--- config.mk ---
export PLATFORM = sky130hd
export DESIGN_NAME = output_stage
export DESIGN_NICKNAME = d
export VERILOG_FILES = /design/src/rtl/output_stage_pkg.sv /design/src/rtl/rr_arbiter.sv /design/src/rtl/output_stage.sv
export VERILOG_INCLUDE_DIRS = /design/src /design/src/rtl
export SDC_FILE = /design/constraint.sdc
export NUM_CORES = 1
export LEC_CHECK = 0
export ABC_AREA = 1
export ABC_CLOCK_PERIOD_IN_PS = 3000
export CORE_MARGIN = 5
export CORE_UTILIZATION = 50
export DETAILED_ROUTE_END_ITERATION = 16
export GPL_ROUTABILITY_DRIVEN = 0
export PLACE_DENSITY = 0.92
export SLEW_MARGIN = 20
export SYNTH_ARGS = -nofsm -noshare
export SYNTH_HDL_FRONTEND = slang
export SYNTH_HIERARCHICAL = 1
export SYNTH_SLANG_ARGS = --single-unit
--- constraint.sdc ---
create_clock -name clk -period 3 [get_ports clk]
set_clock_uncertainty 0.1 [all_clocks]
set_input_delay 0.3 -clock clk [delete_from_list [all_inputs] [get_ports clk]]
set_output_delay 0.3 -clock clk [all_outputs]
set_load 0.03 [all_outputs]
--- src/rtl/params.vh ---
// rtl/params.vh - shared router widths and flit-type codes
`ifndef PARAMS_VH
`define PARAMS_VH
`define DW 34
`define CN 4
`define FIFO_DEPTH 2
`define FLIT_HEAD 2'b10
`define FLIT_BODY 2'b00
`define FLIT_TAIL 2'b01
`define FLIT_SINGLE 2'b11
`endif

--- src/rtl/output_stage_pkg.sv ---
// rtl/output_stage_pkg.sv - output stage types, widths and flit helpers
`include "params.vh"
package output_stage_pkg;
  localparam int DW = `DW;
  localparam int CN = `CN;
  localparam int FIFO_DEPTH = `FIFO_DEPTH;
  localparam int PTR_W = (CN > 1) ? $clog2(CN) : 1;
  localparam int CNT_W = $clog2(FIFO_DEPTH + 1);

  typedef enum logic [1:0] {IDLE, GRANT, BUSY} state_t;
  typedef logic [1:0] flit_type_t;

  function automatic flit_type_t flit_type(input logic [DW-1:0] flit);
    return flit[DW-1:DW-2];
  endfunction

  function automatic logic is_tail(input logic [DW-1:0] flit);
    return (flit_type(flit) == `FLIT_TAIL) || (flit_type(flit) == `FLIT_SINGLE);
  endfunction

  function automatic logic [PTR_W-1:0] onehot_to_idx(input logic [CN-1:0] oh);
    logic [PTR_W-1:0] idx;
    idx = '0;
    for (int i = 0; i < CN; i++) begin
      if (oh[i]) idx = idx | PTR_W'(i);
    end
    return idx;
  endfunction
endpackage

--- src/rtl/rr_arbiter.sv ---
// rtl/rr_arbiter.sv - combinational round-robin pick, searching upward from ptr with wrap
`include "params.vh"
module rr_arbiter
  import output_stage_pkg::*;
(
  input  logic [`CN-1:0] req,
  input  logic [PTR_W-1:0] ptr,
  output logic [`CN-1:0] gnt
);
  logic             found;
  logic [PTR_W-1:0] idx;

  always_comb begin
    gnt   = '0;
    found = 1'b0;
    idx   = '0;
    for (int i = 0; i < CN; i++) begin
      idx = PTR_W'((int'(ptr) + i) % CN);
      if (!found && req[idx]) begin
        gnt[idx] = 1'b1;
        found    = 1'b1;
      end
    end
  end
endmodule

--- src/rtl/output_stage.sv ---
// rtl/output_stage.sv - router output port: per-packet VC arbitration plus 2-entry skid buffer
`include "params.vh"
module output_stage
  import output_stage_pkg::*;
#(
  parameter int ARB_INIT = 0
) (
  input  logic           clk,
  input  logic           rstn,
  input  logic [`CN-1:0] reqVC_i,
  output logic [`CN-1:0] selOutVC_o,
  output logic           VCgranted_o,
  input  logic           valid_i,
  input  logic [`DW-1:0] data_i,
  output logic           ready_o,
  output logic           valid_o,
  output logic [`DW-1:0] data_o,
  input  logic           ready_i
);
  state_t           state_q, state_d;
  logic [PTR_W-1:0] ptr_q;
  logic [`CN-1:0]   sel_q, gnt;
  logic [`DW-1:0]   mem [2];
  logic             wr_q, rd_q;
  logic [CNT_W-1:0] count_q;
  logic             accept, pop, start, in_pkt_q;

  rr_arbiter u_arb (.req(reqVC_i), .ptr(ptr_q), .gnt(gnt));

  assign accept      = valid_i && ready_o;
  assign pop         = valid_o && ready_i;
  assign start       = (state_q == IDLE) && (reqVC_i != '0);
  assign ready_o     = (state_q != IDLE) && (count_q < CNT_W'(FIFO_DEPTH));
  assign valid_o     = (count_q != '0);
  assign data_o      = mem[rd_q];
  assign VCgranted_o = (state_q == GRANT);
  assign selOutVC_o  = sel_q;

  always_comb begin
    state_d = state_q;
    unique case (state_q)
      IDLE:    if (reqVC_i != '0) state_d = GRANT;
      GRANT:   state_d = (accept && is_tail(data_i)) ? IDLE : BUSY;
      BUSY:    if (accept && is_tail(data_i)) state_d = IDLE;
      default: state_d = IDLE;
    endcase
  end

  always_ff @(posedge clk or negedge rstn) begin
    if (!rstn) begin
      state_q <= IDLE;
      ptr_q   <= PTR_W'(ARB_INIT);
      sel_q   <= '0;
    end else begin
      state_q <= state_d;
      if (start) begin
        sel_q <= gnt;
        ptr_q <= PTR_W'((int'(onehot_to_idx(gnt)) + 1) % CN);
      end else if (state_d == IDLE) begin
        sel_q <= '0;
      end
    end
  end

  // Buffer state survives the end of a packet; it drains independently of the FSM.
  always_ff @(posedge clk or negedge rstn) begin
    if (!rstn) begin
      count_q <= '0;
      wr_q    <= 1'b0;
      rd_q    <= 1'b0;
    end else begin
      if (accept) wr_q <= ~wr_q;
      if (pop)    rd_q <= ~rd_q;
      count_q <= count_q + CNT_W'(accept) - CNT_W'(pop);
    end
  end

  always_ff @(posedge clk) begin
    if (accept) mem[wr_q] <= data_i;
  end

  // Marks that the current packet already delivered a flit, so a later head is a second head.
  always_ff @(posedge clk or negedge rstn) begin
    if (!rstn)                  in_pkt_q <= 1'b0;
    else if (state_d == IDLE)   in_pkt_q <= 1'b0;
    else if (accept)            in_pkt_q <= 1'b1;
  end

  head_in_busy: assert property (@(posedge clk) disable iff (!rstn)
    !(accept && in_pkt_q && (flit_type(data_i) == `FLIT_HEAD)));
endmodule

## Yosys cells after proc, flatten, opt, wreduce, memory -nomap -nowiden

Memories as Yosys holds them, arrays and structs flattened.
Index checks and enable logic that the tools add are counted.

- Bitwise logic cells: 5
- Order comparisons: 9
- Muxes and demuxes: 35
- Add/subtract/negate cells: 6
- Equality and inequality tests: 4
- Reduce and logical (&&, ||, !) cells: 22

Operators by type and width:

| kind | count |
|---|---|
| $mux 4 | 6 |
| $mux 1 | 14 |
| $logic_and 1x1->1 | 12 |
| $lt 2x3->1 const B | 4 |
| $mux 2 | 6 |
| $or 4x4->4 | 3 |
| $bmux 1 s2 | 4 |
| $demux 1 s2 | 4 |
| $ge 2x1->1 const B | 4 |
| $pmux 2 s3 | 1 |
| $reduce_bool 2->1 | 3 |
| $add 2x1->2 const B | 2 |
| $add 2x2->2 const B | 2 |
| $eq 2x1->1 const B | 2 |
| $eq 2x2->1 const B | 2 |
| $logic_not 2->1 | 2 |
| $reduce_bool 4->1 | 1 |
| $logic_not 1->1 | 3 |
| $add 2x1->2 | 1 |
| $lt 2x2->1 const B | 1 |
| $not 1->1 | 2 |
| $sub 2x1->2 | 1 |
| $logic_or 1x1->1 | 1 |

- Output and inout port bits: 41
- Flip-flop bits (word level): 12
- Word-level logic and storage cells: 88
- Memories kept: 1
- Bits in writable memories: 68

Memories:

| memory | depth | bits a word | read ports | clocked after Yosys merged registers in | write ports | line | text |
|---|---|---|---|---|---|---|---|
| mem | 2 | 34 | 1 | 0 | 1 | output_stage.sv:23 | `` logic [`DW-1:0] mem [2]; `` |

## Longest topological paths before layout

- Depth after elaboration: 17
- Mapped depth: 13

## Modules after synthesis

Netlist, hierarchy kept.

Modules (own cells, without submodules):

| module | sequential area each (um^2) | area each (um^2) | cells an instance | times used |
|---|---|---|---|---|
| output_stage | 2342.2 | 3095.5 | 244 | 1 |
| rr_arbiter | 0.0 | 399.1 | 73 | 1 |

## Least setup slack after synthesis

OpenSTA, ideal clock, no wires.

- Path type: reg-to-reg
- From: reg state_q[1]
- To: mem mem[0][0] (netlist bit), enable pin
- Stages on the path, launching flop included: 5
- Path buffers: 0
- Arrival time: 2.206 ns
- Slack: 0.269 ns
- Setup time: 0.425 ns
- Data required time: 2.475 ns
- Cell sequence: dfrtp_1 -> nor2_4 -> nor2_4 -> nand2_4 -> nor2_1

- Cells in the longest elaborated chain, start to end: 5

Ends and longest elaborated chain:

| element | line | text |
|---|---|---|
| start, declared | output_stage.sv:20 | `state_t state_q, state_d;` |
| start signal, assigned | output_stage.sv:55 | `state_q <= state_d;` |
| $reduce_bool 2->1 | output_stage.sv:33 | `assign ready_o = (state_q != IDLE) && (count_q < CNT_W'(FIFO_DEPTH));` |
| $logic_and 1x1->1 | output_stage.sv:33 |  |
| net ready_o | output_stage.sv:15 | `output logic ready_o,` |
| $logic_and 1x1->1 | output_stage.sv:30 | `assign accept = valid_i && ready_o;` |
| $mux 1 | output_stage.sv:79 | `if (accept) mem[wr_q] <= data_i;` |
| $mux 1 (implied by the code) | output_stage.sv:79 |  |
| end, declared | output_stage.sv:23 |  |

The timed path passes the listed nets, and every way through them passes these cells.

## Final worst setup path

- From: reg rd_q
- To: out data_o[21]

- Cells in the longest elaborated chain, start to end: 1

Ends and longest elaborated chain:

| element | line | text |
|---|---|---|
| start, declared | output_stage.sv:24 | `logic wr_q, rd_q;` |
| start signal, assigned | output_stage.sv:73 | `if (pop) rd_q <= ~rd_q;` |
| $mem_v2 2x34 | - |  |
| end, declared | output_stage.sv:17 | `` output logic [`DW-1:0] data_o, `` |

No other way between the ends.

==> results_dict.tcl <==
set metrics [dict create \
    r2r_end "ptr_q[1]" \
    dp_hpwl_mm 5.642 \
    syn_area_per_cell_um2 11.02 \
    cts.path.max_buffers 2 \
    coreArea_um2 6794 \
    worst_setup_path_end_kind "primary output" \
    yosys_register_bits 80 \
    syn-cell-area_um2 3495 \
    clkTransAtPathRegs_ns 0.07 \
    finalWorstSetupSlack_ns 0.4191 \
    hold_class "in2async" \
    cts_root_buf "clkbuf_8" \
    drt_iter0_markers 127 \
    worstReg2RegStart "ptr_q[0]" \
    critPathBufInv 3 \
    slew-limit-headroom_pct 64.59 \
    netSwitchingPower_mw 2.002 \
    outcome "complete, no violations" \
    post-route-drc-count 0 \
    fin_crit_ns 2.581 \
    port_buffers 82 \
    synth.net_count 367 \
    cts_sinks 80 \
    grt-ovfl-total 0 \
    clk_latency_ns 0.32 \
    ys_seq_area_share_pct 67.02 \
    routed_via_density 4.939 \
    p_sw_share_pct 42.77 \
    grt_pass1_wl_mm 12.50 \
    clock.fmax_mhz 387.5 \
    cts_setup_buffers 0 \
    drtPass1Iterations 5 \
    rsz0062_at_grt "no" \
    critPathMaxFanout 35 \
    power_density_nw_per_um2 1015 \
    slowest_delay_ns 0.71 \
    cts-buffers-inserted 9 \
    critical_path_class "reg2out" \
    path_cells "buf_4 -> inv_4 -> nand2_1 -> nand2_1 -> clkdlybuf4s50_1" \
    vias 2509 \
    die_w_um 93.60 \
    grt_pass1_vias 2530 \
    dieArea_um2 8761 \
    hold_viol 0 \
    max_cap_viol_count 0 \
    pwr-share-clk_pct 15.8 \
    ant_nets 0 \
    finalWirelength_mm 7.917 \
    finalCritPeriodShare_pct 86.03 \
    p_leak_nw 1.941 \
    crit_family "buffers and inverters" \
    tightestPinTransition_ns 0.5295 \
    p_seq_share_pct 33.6 \
    maxSlewViolCount 0 \
    share_comb_of_total_power_pct 50.6 \
    cts_resized 0 \
    cts_tree "yes" \
    dieHeight_um 93.60 \
    num_rows 30 \
    ys_types 24 \
    cp.required_ns 2.60 \
    worst_path_max_delay_cell "clkdlybuf4s50_1" \
    mostFrequentLayoutCell "nand2_1" \
    final_nets 457 \
    internal-power_mw 2.679 \
    pin_count 83 \
    cts_hold_buf 0 \
    start_util_pct 51.44 \
    syn2layout_area_growth_pct 31.97 \
    n_antenna_cell 0 \
    worstRegToRegCells 13 \
    drive_gt1_share_pct 9.951 \
    fin_tns_setup_ns 0 \
    rrSetupSlack_ns 0.74 \
    layout_common_cells "141 x nand2_1, 82 x clkdlybuf4s50_1, 68 x edfxtp_1" \
    antenna_found_initial 0 \
    crit_arrival_ns 2.18 \
    ir_drop_uv 469.1 \
    cp_common_cell "nand2_1" \
    dp_slack_ns 0.7457 \
    start_kind "flop" \
    finalSetupViolCount 0 \
    wl_per_cell_um 15.58 \
    synth_cells 317 \
    yosysWarnings 6 \
    htree_num_levels 3 \
    grt_max_degree 36 \
    grt_usage_pct 18.81 \
    startpoint "rd_q" \
]
==> registers in the layout, summed over array words and instances (netlist names) <==
name and count:
count_q 2, mem 68, ptr_q 2, rd_q 1
selOutVC_o 4, state_q 2, wr_q 1
==> power by group through the flow <==
stage | registers (mW) | clock network, mW | logic (mW)
after floorplan | 1.59 | 0 | 1.56
after global placement | 1.58 | 0 | 2.27
after global routing | 1.59 | 0.807 | 2.58
final | 1.57 | 0.741 | 2.37
after detailed placement | 1.59 | 0 | 2.36
after CTS | 1.57 | 0.757 | 2.38
==> per-stage QoR <==
step,cells,hold WS [ns],total power [mW],util [%],cell area (µm²)
detailed placement,492,0.3881,3.958,65.12,4424
finish,508,0.2195,4.681,67.88,4612
CTS,508,0.2163,4.711,67.88,4612
global route,508,0.2502,4.975,67.88,4612
floorplan,317,-0.09559,3.151,-,3495
global placement,492,0.3857,3.850,65.12,4424
==> worst reg2reg max path: cells and delay by family (launching register included) <==
family                   cells  cell delay [ns]
flip-flops                   1             0.55
adder cells (fa/ha/maj)      1             0.38
AND/OR/NAND/NOR             10             0.89
buffers and inverters        2             0.29
==> routing by layer <==
layer / wire (µm) / track usage, % / part of all wire, % / vias up
met4: 48 / 4.693 / 0.61 / 0
li1: - / - / - / 1217
met1: 2911 / 21.78 / 37 / 1210
met3: 559 / 5.390 / 7.1 / 4
met2: 4397 / 34.19 / 56 / 78
met5: 0 / 0 / 0 / -
==> cells by family after synthesis <==
logic type               Yosys count  synth area share, %
buffers and inverters             30                4.189
XOR/XNOR                           4                1.218
flip-flops                        80                67.02
AND/OR/NAND/NOR                  195                24.70
adder cells (fa/ha/maj)            8                2.864
==> cell usage after synthesis <==
master | n | share of area (%)
inv_2 | 2 | 0.21
ha_1 | 8 | 2.9
buf_6 | 3 | 0.97
nand4_1 | 1 | 0.18
xnor2_1 | 1 | 0.25
nand3_1 | 28 | 4.0
nand2_2 | 4 | 0.72
buf_4 | 1 | 0.21
nor2_2 | 2 | 0.36
xor2_2 | 1 | 0.47
xor2_1 | 2 | 0.50
inv_1 | 19 | 2.0
nand2_4 | 4 | 1.3
clkinv_2 | 1 | 0.14
edfxtp_1 | 68 | 58
nand2_1 | 141 | 15
nand4_2 | 1 | 0.36
dfrtp_1 | 12 | 8.6
nor2_4 | 3 | 0.97
buf_2 | 3 | 0.43
nand3_2 | 2 | 0.57
or2_4 | 1 | 0.25
inv_4 | 1 | 0.18
nor2_1 | 8 | 0.86
==> worst max path at each step <==
| stage | to | depth (start not counted) |
|---|---|---|
| floorplan | mem[0][0] | 4 |
| CTS | data_o[29] | 5 |
| finish | data_o[21] | 5 |
| global route | data_o[29] | 5 |
| global placement | data_o[22] | 5 |
| detailed placement | ptr_q[1] | 13 |
==> layout make-up <==
cell class / count / area, µm²
clock inverters: 6 / 60.06
inverters: 23 / 90.09
repair buffers: 86 / 850.8
well taps: 96 / 120.1
flip-flops and latches: 80 / 2342
multi-input cells: 207 / 1021
fillers: 465 / 2182
clock buffers: 10 / 127.6
Note: power is estimated with default switching activity, not from simulation.
